## config.mk

```make
export PLATFORM = sky130hd
export DESIGN_NAME = call_return_responder
export DESIGN_NICKNAME = d
export VERILOG_FILES = /design/src/rtl/call_return_responder.sv
export SDC_FILE = /design/constraint.sdc
export NUM_CORES = 1
export LEC_CHECK = 0
export ABC_AREA = 1
export CAP_MARGIN = 0
export CORE_UTILIZATION = 35
export CTS_CLUSTER_SIZE = 12
export DETAILED_ROUTE_END_ITERATION = 7
export GPL_TIMING_DRIVEN = 0
export HOLD_SLACK_MARGIN = 0.12
export PLACE_DENSITY = 0.57
export SLEW_MARGIN = 25
export SYNTH_ARGS = -nofsm -noshare
export SYNTH_HDL_FRONTEND = slang
export SYNTH_SLANG_ARGS = --single-unit
```

## constraint.sdc

```tcl
create_clock -name clk -period 4.7 [get_ports clk]
set_clock_uncertainty 0.2 [all_clocks]
set_input_delay 1.41 -clock clk [delete_from_list [all_inputs] [get_ports clk]]
set_output_delay 1.41 -clock clk [all_outputs]
set_load 0.02 [all_outputs]
```

## src/rtl/call_return_responder.sv

```systemverilog
// call_return_responder
// Callee side of a call/return handshake. It accepts one call carrying two
// unsigned operands and an opcode. It then returns either the sum (computed in
// one step) or the product (computed by shift-add over WIDTH cycles). The
// result is held on the return channel until the initiator takes it.
//
// Ports:
//   clk        - single clock, rising-edge active
//   rst_n      - asynchronous active-low reset
//   call_valid - initiator presents a call
//   call_ready - responder can accept a call (high only in IDLE)
//   call_op    - 0 = add, 1 = multiply
//   call_a     - first operand, WIDTH bits, unsigned
//   call_b     - second operand, WIDTH bits, unsigned
//   ret_valid  - result available (high only in RET)
//   ret_ready  - initiator accepts the result
//   ret_data   - 2*WIDTH-bit result, held until the next result or reset
//   busy       - high in any state other than IDLE
module call_return_responder #(
  parameter int WIDTH = 8
) (
  input  logic                 clk,
  input  logic                 rst_n,
  input  logic                 call_valid,
  output logic                 call_ready,
  input  logic                 call_op,
  input  logic [WIDTH-1:0]     call_a,
  input  logic [WIDTH-1:0]     call_b,
  output logic                 ret_valid,
  input  logic                 ret_ready,
  output logic [2*WIDTH-1:0]   ret_data,
  output logic                 busy
);

  localparam int CW = (WIDTH > 1) ? $clog2(WIDTH) : 1;

  typedef enum logic [1:0] {
    IDLE = 2'd0,
    MUL  = 2'd1,
    RET  = 2'd2
  } state_t;

  state_t state, state_next;

  logic [2*WIDTH-1:0] acc;
  logic [2*WIDTH-1:0] mcand;
  logic [WIDTH-1:0]   mplier;
  logic [CW-1:0]      cnt;
  logic [2*WIDTH-1:0] acc_step;
  logic [2*WIDTH-1:0] sum;
  logic               last_step;

  // One shift-add step. The last step's value is written straight into
  // ret_data, so the product is ready on the same edge that leaves MUL.
  assign acc_step  = mplier[0] ? (acc + mcand) : acc;
  assign last_step = (cnt == CW'(WIDTH - 1));
  assign sum       = {{WIDTH{1'b0}}, call_a} + {{WIDTH{1'b0}}, call_b};

  always_ff @(posedge clk or negedge rst_n) begin
    if (!rst_n) begin
      state <= IDLE;
    end else begin
      state <= state_next;
    end
  end

  // Next-state logic and handshake outputs. Every output depends only on
  // the state, so call_ready and ret_valid never depend combinationally on
  // the initiator's signals.
  always_comb begin
    state_next = state;
    call_ready = 1'b0;
    ret_valid  = 1'b0;
    busy       = 1'b1;
    case (state)
      IDLE: begin
        call_ready = 1'b1;
        busy       = 1'b0;
        if (call_valid) begin
          state_next = call_op ? MUL : RET;
        end
      end
      MUL: begin
        if (last_step) begin
          state_next = RET;
        end
      end
      RET: begin
        ret_valid = 1'b1;
        if (ret_ready) begin
          state_next = IDLE;
        end
      end
      default: begin
        state_next = IDLE;
      end
    endcase
  end

  // Datapath. Operands are captured only on the accept edge in IDLE.
  // ret_data is written only when entering RET, so it keeps the previous
  // result while the block is in IDLE and MUL.
  always_ff @(posedge clk or negedge rst_n) begin
    if (!rst_n) begin
      acc      <= '0;
      mcand    <= '0;
      mplier   <= '0;
      cnt      <= '0;
      ret_data <= '0;
    end else begin
      case (state)
        IDLE: begin
          if (call_valid) begin
            if (call_op) begin
              acc    <= '0;
              mcand  <= {{WIDTH{1'b0}}, call_a};
              mplier <= call_b;
              cnt    <= '0;
            end else begin
              ret_data <= sum;
            end
          end
        end
        MUL: begin
          acc    <= acc_step;
          mcand  <= mcand << 1;
          mplier <= mplier >> 1;
          cnt    <= cnt + CW'(1);
          if (last_step) begin
            ret_data <= acc_step;
          end
        end
        default: begin
        end
      endcase
    end
  end

endmodule
```

; Yosys cells after proc, flatten, opt, wreduce, memory -nomap -nowiden
; Cells that the tools add are included.
[totals]
wordCells = 47
register_bits = 61
[op_classes]
n_reduce_logical = 5
n_addsub = 3
n_eq_ne = 8
muxes = 25
[op_table]
columns = cell, n
row1 = $mux 16, 8
row2 = $pmux 16 s2, 3
row3 = $add 16x16->16, 1
row4 = $mux 8, 2
row5 = $pmux 8 s2, 1
row6 = $ne 2x2->1 const B, 5
row7 = $add 8x8->9, 1
row8 = $mux 2, 4
row9 = $mux 3, 2
row10 = $pmux 2 s3, 1
row11 = $pmux 3 s2, 1
row12 = $reduce_and 3->1, 2
row13 = $reduce_and 4->1, 1
row14 = $add 3x1->3 const B, 1
row15 = $eq 3x3->1 const B, 1
row16 = $mux 1, 3
row17 = $eq 2x1->1 const B, 1
row18 = $eq 2x2->1 const B, 1
row19 = $logic_not 2->1, 1
row20 = $reduce_bool 2->1, 1

; Longest topological paths before layout
[logic_depth]
depth_word = 4
mapped_depth = 12
ltp_nobuf = 12

; Least setup slack after synthesis
; OpenSTA, ideal clock, no wires.
[synth_timing]
path_type = input to register
start = input port call_a[0]
end = register ret_data[6]
t_arrival_ns = 2.669
slack_ns = 1.753
cell_stages = 8
required_time_ns = 4.423
setup_time_ns = 0.077
cell_sequence = ha_1 fa_1 nand3_1 nand2_1 a21oi_1 xor2_1 nand2_1 a21oi_1
[synth_via]
elab_chain_len = 4
[synth_rtl]
columns = item, line_no
row1 = start: declaration, 27  ; input logic [WIDTH-1:0] call_a,
row2 = $add 8x8->9, 57  ; assign sum = {{WIDTH{1'b0}}, call_a} + {{WIDTH{1'b0}}, call_b};
row3 = $mux 16, 114  ; if (call_op) begin
row4 = $mux 16, 113  ; if (call_valid) begin
row5 = $pmux 16 s2, 111  ; case (state)
row6 = end signal: assignment, 120  ; ret_data <= sum;
row7 = end signal: assignment, 130  ; ret_data <= acc_step;
row8 = end: declaration, 31  ; output logic [2*WIDTH-1:0] ret_data,
; No other way between the ends. The select of a mux whose other input is x is not followed.
; A chain may end at the register's enable or synchronous reset.

; Final worst setup path
; Same ends and word-level chain as after synthesis.

==> results.json <==
{
  "portBuffers": 39,
  "synth.most_common_cell": "nand2_1",
  "routed_via_density": 4.903,
  "syn_area_per_cell_um2": 7.301,
  "netlist_top_cells_area": "dfrtp_1 39%, nand2_1 15%, ha_1 8.0%, inv_1 7.9%, nand3_1 5.4%",
  "critPathArrivalTime_ns": 3.30,
  "crit_required_ns": 4.76,
  "diodes": 0,
  "wirelength_um": 10270,
  "status": "finished, final reports clean",
  "synth_top_area_frac": 0.3908,
  "powerDensity_nw_per_um2": 686.8,
  "async_flop_share": 1.000,
  "ys_seq_elements": 61,
  "cp-end-kind": "flop",
  "cts-resized-gates": 0,
  "rows": 38,
  "postCtsHoldBufs": 0,
  "crit_path_start_kind": "primary input",
  "core_um2": 10840,
  "fin_setup_tns_ns": 0,
  "fp.dieH_um": 107.6,
  "critical-path-top-delay-family": "adder cells",
  "wire_per_inst_um": 14.07,
  "slew_viol_final": 0,
  "clkSinkCount": 61,
  "cp_slowest_stage_delay_ns": 0.43,
  "fillers": 1132,
  "cts_buffer_depth": 2,
  "place_ws_ns": 1.112,
  "grt_max_degree": 43,
  "htree_levels": 3,
  "synth_area_leader_cell": "dfrtp_1",
  "grt_pass1_wl_um": 17460,
  "min_path_type": "reg -> reg",
  "path_buf_inv": 1,
  "antenna_found_initial": 0,
  "fmax_ghz": 0.3084,
  "drt_iter0_drc": 151,
  "start_util": 0.3603,
  "ys.flop_type": "dfrtp_1",
  "synth_area_um2": 3906,
  "fp.dieArea_um2": 11590,
  "yosys_warnings": 0,
  "grt_usage": 0.1952,
  "synth-edff-count": 0,
  "num_vias": 3579,
  "ir_drop_uv": 248.9,
  "yosysUniqueCellTypes": 34,
  "seqCellArea_um2": 1526,
  "yosys-top-cells-count": "152 x nand2_1, 82 x inv_1, 61 x dfrtp_1",
  "drc": 0,
  "syn_inst": 535,
  "tightest_slew_ns": 0.6767,
  "grt_remaining_overflow": 0,
  "cts_tree": "built",
  "clk_latency_ns": 0.34,
  "cap_violations": 0,
  "critical_path_class": "in -> reg",
  "grt_pass1_vias": 3703,
  "ys_seq_area_frac": 0.3908,
  "multi_input_area_um2": 1977,
  "clkTransAtPathRegs_ns": 0.06,
  "post-route-period-util": 0.6899,
  "finalSetupViolCount": 0,
  "ant_nets": 0,
  "final_nets": 634,
  "crit_path_cell_trace": "clkdlybuf4s50_1, ha_1, fa_1, nand3_1, nand2_1, a21oi_1, xor2_1, nand2_1, a21oi_1",
  "cts_setup_buffers": 0,
  "postLayoutCoreUtil": 0.4363,
  "p_leak_nw": 2.405,
  "synthToLayoutAreaGrowth_pct": 21.08,
  "drtPass1Iterations": 4,
  "cts_made_buffers": 9,
  "rsz0062_at_grt": "false",
  "hpwl_um": 7776,
  "layout_setup_ws_ns": 1.457,
  "period_minus_slack_ns": 3.243,
  "gp_congestion": 0.8246,
  "ios": 40,
  "die_x_um": 107.6,
  "hold_viol_final": 0,
  "worstPathMaxFanout": 4,
  "cts_root_buf": "clkbuf_8",
  "timing.slew.headroom": 0.5489,
  "cp_slowest_cell": "clkdlybuf4s50_1",
  "syn_nets": 583,
  "layout-drive-gt1-share": 0.06441
}
[where the power goes]
group,switching (mW),internal [mW]
registers,0.138,0.762
clock network,0.210,0.339
logic,1.14,0.658
total,1.49,1.76
[metal layers]
layer  up-vias  global-route usage  share of wire
met5         -                   0              0
met4         0             0.04990          0.012
met3        11             0.04116          0.038
met2        58              0.3448           0.49
met1      1683              0.2398           0.46
li1       1827                   -              -
[final timing paths]
| check | start | end | slack, ns | cells past startpoint |
|---|---|---|---|---|
| max | call_a[0] | ret_data[6] | 1.46 | 9 |
| min | ret_data[13] | ret_data[13] | 0.28 | 2 |
| max reg2reg | acc[0] | acc[12] | 2.46 | 12 |
| min reg2reg | ret_data[13] | ret_data[13] | 0.28 | 2 |
| max in group asynchronous | rst_n | ret_data[6] | 3.05 | 2 |
| min in group asynchronous | rst_n | ret_data[10] | 0.74 | 1 |
[logic make-up (layout without fill, tap and decap cells)]
| family | after synthesis | in the layout | share of synthesized area |
|---|---|---|---|
| AO/OA/AOI/OAI | 99 | 99 | 0.1445 |
| XOR/XNOR | 5 | 5 | 0.01121 |
| flip-flops | 61 | 61 | 0.3908 |
| adder cells (fa/ha/maj) | 27 | 27 | 0.09033 |
| buffers and inverters | 103 | 158 | 0.1031 |
| AND/OR/NAND/NOR | 240 | 240 | 0.2601 |
[worst reg2reg max path: stages, from the launching register on]
cell and delay [ns]:
dfrtp_1 0.39, ha_1 0.23, fa_1 0.39, nand2_1 0.10, nand2_1 0.10, nand3_1 0.13
nand2_1 0.10, nand2_1 0.12, nand2_1 0.06, nand2_1 0.05, nand3_1 0.08, nand2_1 0.09
o21ai_1 0.07
[state kept, by name (all words and copies together) (netlist names)]
| signal | count |
|---|---|
| acc | 16 |
| cnt | 3 |
| mcand | 16 |
| mplier | 8 |
| ret_data | 16 |
| state | 2 |
[stage by stage]
step	cells	area, um2	power, mW	hold slack (ns)
after global routing	730	4730	3.570	0.3036
final	730	4730	3.248	0.2814
after floorplan	535	3906	2.123	0.2681
after detailed placement	715	4497	2.716	0.2658
after global placement	714	4472	2.682	0.2657
after CTS	730	4730	3.277	0.2860
[cell type report]
type | instances | area share
plain buffers | 16 | 0.01614
clock buffers | 12 | 0.03492
clock inverters | 3 | 0.01429
inverters | 87 | 0.06905
multi-input cells | 371 | 0.4180
flip-flops and latches | 61 | 0.3228
well taps | 140 | 0.03704
repair buffers | 40 | 0.08783
[cells in the final DEF, fill, tap and decap left out, types with 3 or more instances in the layout]
master,synthesis,layout
a21oi_1,29,29
a31oi_1,6,6
buf_2,7,7
clkbuf_1,7,7
clkbuf_8,0,12
clkdlybuf4s50_1,0,38
dfrtp_1,61,61
ha_1,25,25
inv_1,82,82
inv_2,4,4
nand2_1,152,152
nand3_1,42,42
nand4_1,3,3
nor2_1,26,26
nor3_1,4,4
o211ai_1,15,15
o21ai_0,24,24
o21ai_1,13,13
o22ai_1,7,7
or2_2,4,4
xnor2_1,3,3
Note: power is estimated with default switching activity, not from simulation.
